<file path="src/rtl/ff_stim_gen_if.sv">
// ---------------------------------------------------------------------------
// ff_stim_gen_if
// Control/stimulus bundle between ff_stim_gen and whatever drives it.
//   en   : run enable, sampled on rising reference-clock edges
//   mode : pattern select, 0 = PRBS-7, 1 = alternating 1,0,1,0...
//   cko  : divided clock for the flip-flop's CK pin
//   dout : data for the flip-flop's D pin (named dout because 'do' is a keyword)
// The master modport is the controller side; the slave modport is the generator.
// ---------------------------------------------------------------------------
interface ff_stim_gen_if;
  logic en;
  logic mode;
  logic cko;
  logic dout;

  modport master (
    output en,
    output mode,
    input  cko,
    input  dout
  );

  modport slave (
    input  en,
    input  mode,
    output cko,
    output dout
  );
endinterface

</file>
<file path="src/rtl/ff_stim_gen.sv">
// ---------------------------------------------------------------------------
// ff_stim_gen
// Stimulus source for a flip-flop cell under test. Divides the reference
// clock by DIV to produce cko (50% duty) and launches one data bit on every
// cko rising edge, so the flip-flop (capturing on cko falling edges) sees
// half a cko period of setup margin.
//
// Parameters
//   DIV  : reference edges per cko period; even, 2..32. Odd values round
//          down, out-of-range values clamp to the nearest legal value.
//   SEED : LFSR value loaded by reset; 7'h00 would lock the LFSR, so it is
//          replaced by 7'h7F.
//
// Ports
//   clk   : reference clock (CK); everything advances on its rising edge
//   rst_n : asynchronous active-low reset (RN)
//   bus   : ff_stim_gen_if.slave -- en, mode in; cko, dout out
//
// The analog output drivers (finite drive resistance into a load
// capacitance, levels tracking VDD) belong to the behavioural wrapper around
// this block; here cko and dout are the logical targets of those drivers.
// ---------------------------------------------------------------------------
module ff_stim_gen #(
  parameter int         DIV  = 4,
  parameter logic [6:0] SEED = 7'h7F
) (
  input  logic          clk,
  input  logic          rst_n,
  ff_stim_gen_if.slave  bus
);

  // Half period in reference edges; cnt counts 0..HALF-1 between ck_i toggles.
  localparam int HALF = (DIV < 2) ? 1 : ((DIV > 32) ? 16 : (DIV / 2));
  localparam logic [3:0] LAST = 4'(HALF - 1);
  localparam logic [6:0] SEED_EFF = (SEED == 7'h00) ? 7'h7F : SEED;

  logic [3:0] cnt_q,  cnt_d;
  logic       ck_i_q, ck_i_d;
  logic [6:0] lfsr_q, lfsr_d;
  logic       d_i_q,  d_i_d;

  always_comb begin
    cnt_d  = cnt_q;
    ck_i_d = ck_i_q;
    lfsr_d = lfsr_q;
    d_i_d  = d_i_q;

    // With en low every piece of state holds, so a resumed run continues
    // from the partial count rather than restarting the half period.
    if (bus.en) begin
      if (cnt_q == LAST) begin
        cnt_d  = '0;
        ck_i_d = ~ck_i_q;
        // ck_i is about to rise: launch the next data bit in the same edge,
        // so dout changes together with cko and never near the capture edge.
        if (!ck_i_q) begin
          if (bus.mode) begin
            d_i_d = ~d_i_q;
          end else begin
            // x^7 + x^6 + 1; the output bit is the new MSB, i.e. old bit 5.
            lfsr_d = {lfsr_q[5:0], lfsr_q[6] ^ lfsr_q[5]};
            d_i_d  = lfsr_q[5];
          end
        end
      end else begin
        cnt_d = cnt_q + 4'd1;
      end
    end
  end

  // Reset clears the partial count, so the first cko rise after release
  // always lands on reference edge HALF. A clock edge coincident with the
  // release falls inside the flops' recovery window and is not counted.
  always_ff @(posedge clk or negedge rst_n) begin
    if (!rst_n) begin
      cnt_q  <= '0;
      ck_i_q <= 1'b0;
      lfsr_q <= SEED_EFF;
      d_i_q  <= 1'b0;
    end else begin
      cnt_q  <= cnt_d;
      ck_i_q <= ck_i_d;
      lfsr_q <= lfsr_d;
      d_i_q  <= d_i_d;
    end
  end

  assign bus.cko  = ck_i_q;
  assign bus.dout = d_i_q;

endmodule

</file>
<file path="src/flat_wrapper.sv">
// flat-port wrapper written by rule: the top's interface ports become plain ports
module ff_stim_gen_flat 
#(
  parameter int         DIV  = 4,
  parameter logic [6:0] SEED = 7'h7F
)
  (clk, rst_n, bus_en, bus_mode, bus_cko, bus_dout);
  ff_stim_gen_if bus_i ();
  input  logic clk;
  input  logic rst_n;
  input wire logic [$bits(bus_i.en)-1:0] bus_en;
  input wire logic [$bits(bus_i.mode)-1:0] bus_mode;
  output wire logic [$bits(bus_i.cko)-1:0] bus_cko;
  output wire logic [$bits(bus_i.dout)-1:0] bus_dout;
  assign bus_i.en = bus_en;
  assign bus_i.mode = bus_mode;
  assign bus_cko = bus_i.cko;
  assign bus_dout = bus_i.dout;
  ff_stim_gen #(.DIV(DIV), .SEED(SEED)) u_core (.clk(clk), .rst_n(rst_n), .bus(bus_i));
endmodule
</file>
<file path="config.mk">
export PLATFORM = sky130hd
export DESIGN_NAME = ff_stim_gen_flat
export DESIGN_NICKNAME = d
export VERILOG_FILES = /design/src/rtl/ff_stim_gen_if.sv /design/src/rtl/ff_stim_gen.sv /design/src/flat_wrapper.sv
export SDC_FILE = /design/constraint.sdc
export NUM_CORES = 1
export LEC_CHECK = 0
export BUFFER_PORTS_ARGS = -buffer_cell sky130_fd_sc_hd__buf_2
export CORE_AREA = 2 2 39 41
export DETAILED_ROUTE_END_ITERATION = 8
export DIE_AREA = 0 0 41 43
export GPL_TIMING_DRIVEN = 0
export HOLD_SLACK_MARGIN = 0.05
export PLACE_DENSITY = 0.64
export SLEW_MARGIN = 20
export SYNTH_ARGS = -nofsm -noshare
export SYNTH_HDL_FRONTEND = slang
export SYNTH_SLANG_ARGS = --single-unit
</file>
<file path="constraint.sdc">
create_clock -name clk -period 1.1 [get_ports clk]
set_clock_uncertainty 0.05 [all_clocks]
set_input_delay 0.33 -clock clk [delete_from_list [all_inputs] [get_ports clk]]
set_output_delay 0.33 -clock clk [all_outputs]
set_load 0.05 [all_outputs]
</file>
## After elaboration in Yosys (flattened, before gate mapping)

Index checks and enable logic that the tools add are counted.

| cells by class | value |
|---|---|
| add/subtract/negate cells | 1 |
| equal/unequal tests | 1 |
| muxes and demuxes | 2 |
| bitwise operators | 4 |
| reductions and logical operators | 3 |

Operator list:

| operator | count |
|---|---|
| $add 4x1->4 const B | 1 |
| $eq 4x1->1 const B | 1 |
| $mux 4 | 1 |
| $reduce_and 4->1 | 1 |
| $not 1->1 | 3 |
| $reduce_and 3->1 | 1 |
| $reduce_and 2->1 | 1 |
| $mux 1 | 1 |
| $xor 1x1->1 | 1 |

| storage, ports and cells | value |
|---|---|
| flip-flop bits (word level) | 13 |
| input port bits | 4 |
| output and inout bits | 2 |
| word-level logic and storage cells | 15 |

## Logic depth before layout (Yosys ltp)

| depth | value |
|---|---|
| depth after elaboration | 2 |
| depth in mapped cells | 4 |
| depth with buffers taken out | 3 |

## Least setup slack after synthesis

No wires, ideal clock.

| timing path | value |
|---|---|
| path kind | register to register |
| from | register u_core.ck_i_q, in the netlist u_core.bus.cko |
| to | register u_core.lfsr_q[0] |
| data arrival time | 1302 ps |
| data required time | 968 ps |
| setup slack | -334 ps |
| cell stages (with the launch flop) | 5 |
| path buffers | 1 |
| period minus slack after synthesis | 1434 ps |
| cells stage by stage | dfrtp_1 -> nor2_1 -> nand4bb_1 -> buf_6 -> mux2_4 |

| between the ends | value |
|---|---|
| cells in the longest elaborated chain, start to end | 2 |

Ends and longest elaborated chain:

| what | RTL line | text |
|---|---|---|
| start: declaration | ff_stim_gen.sv:38 | `logic ck_i_q, ck_i_d;` |
| start signal: assignment | ff_stim_gen.sv:82 | `ck_i_q <= ck_i_d;` |
| $not 1->1 | - |  |
| $reduce_and 4->1 (no line) | - |  |
| end signal: assignment | ff_stim_gen.sv:83 | `lfsr_q <= lfsr_d;` |
| end: declaration | ff_stim_gen.sv:39 | `logic [6:0] lfsr_q, lfsr_d;` |

No other way between the ends.
A chain may end at the register's enable or synchronous reset.

## Final worst setup path

| timing path | value |
|---|---|
| from | register u_core.cnt_q[3] |
| to | register u_core.lfsr_q[1] |

| between the ends | value |
|---|---|
| cells in the longest elaborated chain, start to end | 2 |

Ends and longest elaborated chain:

| what | RTL line | text |
|---|---|---|
| start: declaration | ff_stim_gen.sv:37 | `logic [3:0] cnt_q, cnt_d;` |
| start signal: assignment | ff_stim_gen.sv:81 | `cnt_q <= cnt_d;` |
| $eq 4x1->1 | ff_stim_gen.sv:51 | `if (cnt_q == LAST) begin` |
| $reduce_and 4->1 (no line) | - |  |

No other way between the ends.

==> results by group <==
Place
  – Port-buffer cells: 5
  – HPWL after DPL: 672 µm
  – Placement Cell Area: 626 µm²
  – GP Congestion: ~0.71
  – Post-place setup slack: -0.264 ns

Cells and area
  – Finished Cell Area: between 700 and 800 µm²
  – Diodes inserted: 0
  – Area growth from synthesis to layout: 33.6%
  – Layout Nets: 63
  – Layout cell share with drive strength beyond 1: 72.4%

Drt
  – DR vias: 367
  – Avg Vias per Cell: 4.96
  – Final WL: 1.08 mm
  – Initial drt markers: 6
  – Antenna-violating nets left: 0
  – Final routed DRC violation total: 0
  – Avg WL per Cell: 14.5 µm
  – Pre-Repair DR Iteration Count: 4

Power
  – PwrDens: about 1900 mW/mm²
  – Seq pwr share: between 40 and 50%
  – Psw: 508 µW
  – Logic pwr share: 41.0%
  – Maximum vdd drop: between 1 and 1.5 mV
  – Int Pwr: 989 µW
  – Clock power share: 18.5%
  – Lkg Pwr: around 0.37 nW
  – Sw Share: 33.9%

Die
  – Die ar.: 0.00176 mm²
  – Core ar.: 0.00138 mm²
  – Die Y: 43 µm
  – Starting density of the core: 41.7%
  – Die width: between 40 and 50 µm
  – # IOs: 6
  – Rows: 14

STA
  – Final worst slack: -0.169 ns
  – Post-route minimum period: 1.27 ns
  – Final Hold Fails: 0
  – Slew @ Worst Pin: 0.293 ns
  – RSZ-0062 raised after global routing: yes
  – Max Clk Rate: 0.788 GHz
  – Final setup fails: 11
  – Final period util: 115%
  – Fin. max-slew vios: 0
  – Worst rel slew slack: 80.3%

Critical path
  – Cell breakdown of the critical path: nor2_2 -> nand4bb_1 -> buf_6 -> mux2_4
  – Worst path top cell family by delay: flip-flops
  – WP data arrival: 1.41 ns
  – Crit path kind: flip-flop to flip-flop
  – Buf/Inv on CP: 1
  – Crit-path slowest cell: dfrtp_1
  – Critical path launch point type: flip-flop
  – CP Max Fanout: 7
  – CP max stage delay: ~0.41 ns
  – Crit path capture type: flip-flop
  – Worst EP required: 1.24 ns

Global route
  – Total GRT Usage: 14.7%
  – Largest net degree at the start of global routing: 14
  – Total grt overflow: 0
  – Vias in the first global route: slightly above 400
  – Initial antenna violation count: 0
  – First-pass GRT wire length: between 1.5 and 2 mm

Clocking
  – Clock root buffer: clkbuf_4
  – H-tree depth: 1
  – CTS max path bufs: 2
  – Clock-pin slew on the worst setup and hold paths: 0.07 ns
  – Number of CTS-inserted buffers: 3
  – TritonCTS clock tree: yes
  – Worst skew pair latency: 0.27 ns
  – Sink Count: 13

Synth
  – Cells after synthesis: 39
  – Area leader, netlist: dfstp_2
  – Most area-consuming cells after synthesis: dfstp_2, dfrtp_1, mux2_4
  – Synthesis warning total: 0
  – Post-synth top area share: 31.9%
  – Cell Area, Synth: 577 µm²
  – Library cells used by synthesis: 18
  – Syn_nets: 43
  – Sequential share of the synthesized area: 57.9%
  – Yosys reg bits: 13
  – Syn_area_per_cell: between 10 and 15 µm²

Flow run
  – Max-cap viol count: 0

Worst hold path
  – Hold WC Path Type: input port to flip-flop

Run status
  – Status: complete, but fails checks
  – Failing checks: negative setup slack
-- layer usage --
| metal | global-route usage [%] | vias to the layer above | wire length (µm) |
|---|---|---|---|
| met5 | 0 | - | 0 |
| met1 | 16.3 | 179 | 406 |
| met2 | 23.4 | 8 | 608 |
| met4 | 9.33 | 0 | 20 |
| li1 | - | 174 | - |
| met3 | 3.66 | 6 | 40 |
-- worst paths after layout --
| kind | start | endpoint | slack (ns) | depth (start not counted) |
|---|---|---|---|---|
| hold / removal | bus_en | u_core.cnt_q[0]$_DFFE_PN0P_ | 0.26 | 2 |
| max in group asynchronous | rst_n | u_core.lfsr_q[4]$_DFFE_PN1P_ | 0.31 | 2 |
| setup / recovery | u_core.cnt_q[3]$_DFFE_PN0P_ | u_core.lfsr_q[1]$_DFFE_PN1P_ | -0.17 | 4 |
| min in group asynchronous | rst_n | u_core.cnt_q[3]$_DFFE_PN0P_ | 0.41 | 2 |
| hold reg to reg | u_core.cnt_q[2]$_DFFE_PN0P_ | u_core.cnt_q[2]$_DFFE_PN0P_ | 0.55 | 2 |
| setup reg to reg | u_core.cnt_q[3]$_DFFE_PN0P_ | u_core.lfsr_q[1]$_DFFE_PN1P_ | -0.17 | 4 |
-- Yosys cell counts --
cell type and number:
buf_6 1, nand2_2 1, o41ai_1 1, nand4bb_1 1
dfstp_2 7, nor3_1 1, a21oi_1 1, xnor2_1 2
a21o_2 1, mux2_4 7, nand2_1 1, nand4_1 2
dfrtp_1 6, nand3_1 1, xor2_1 2, nor2_2 1
mux2_2 1, nor2_1 2
-- timing repair --
action,in CTS,in global routing
hold endpoints to repair,6,0
pin swaps,1,4
setup endpoints to repair,11,11
setup buffers,7,2
gates resized for setup,7,5
hold buffers,1,0
-- stage by stage --
| stage | power (mW) | hold slack, ns | cells | TNS (ns) | utilization [%] |
|---|---|---|---|---|---|
| after floorplan | 0.862 | -0.0156 | 39 | -1.64 | - |
| after global placement | 0.933 | 0.164 | 60 | -1.68 | 45.2 |
| after detailed placement | 0.960 | 0.173 | 60 | -1.96 | 45.2 |
| after CTS | 1.41 | 0.252 | 72 | -1.50 | 53.0 |
| after global routing | 1.58 | 0.268 | 74 | -2.03 | 55.7 |
| final | 1.50 | 0.261 | 74 | -1.58 | 55.7 |
-- sequential cells by signal, indices dropped and copies added (netlist names) --
signal,flops
u_core.lfsr_q,7
u_core.cnt_q,4
u_core.bus.cko,1
u_core.bus.dout,1
-- cell families (layout without fill, tap and decap cells) --
family,after synthesis,after routing,synth area share [%]
compound gates,3,3,3.90
xor+xnor,4,4,6.07
buf+inv,1,20,1.95
flops,13,13,57.9
mux,8,8,20.2
simple gates,10,10,9.98
-- power groups by stage --
stage | Clock (mW) | Combinational, mW | Sequential [mW]
CTS | 0.291 | 0.531 | 0.593
finish | 0.278 | 0.613 | 0.606
global route | 0.317 | 0.649 | 0.610
global placement | 0 | 0.331 | 0.602
detailed placement | 0 | 0.346 | 0.614
floorplan | 0 | 0.135 | 0.727
-- worst reg2reg max path, cell delays in order, from the launching register on --
cell	delay [ns]
dfrtp_1	0.41
nor2_2	0.15
nand4bb_1	0.13
buf_6	0.17
mux2_4	0.30
-- layout by cell type (no fill, tap or decap) --
cell | synthesis | routed
buf_6 | 1 | 5
o41ai_2 | 0 | 1
buf_2 | 0 | 3
xor2_1 | 2 | 2
mux2_4 | 7 | 8
dfrtp_2 | 0 | 3
nand4bb_1 | 1 | 1
xnor2_1 | 2 | 2
nand3_1 | 1 | 1
clkbuf_1 | 0 | 1
a21o_2 | 1 | 1
dfrtp_1 | 6 | 3
nor3_1 | 1 | 1
nand2_2 | 1 | 2
dfstp_2 | 7 | 7
clkbuf_4 | 0 | 3
dlygate4sd3_1 | 0 | 1
nor2_1 | 2 | 1
buf_4 | 0 | 7
nor2_2 | 1 | 1
nand4_1 | 2 | 2
nor2_4 | 0 | 1
a21oi_1 | 1 | 1
-- final cells by class --
| class | instances | area, µm² |
|---|---|---|
| buffer | 1 | 11.3 |
| multi-input combinational | 25 | 253 |
| timing repair buffer | 15 | 123 |
| sequential | 13 | 338 |
| tap | 16 | 20.0 |
| fill | 119 | 613 |
| clock buffer | 4 | 26.3 |
(Power assumes the default switching activity.)
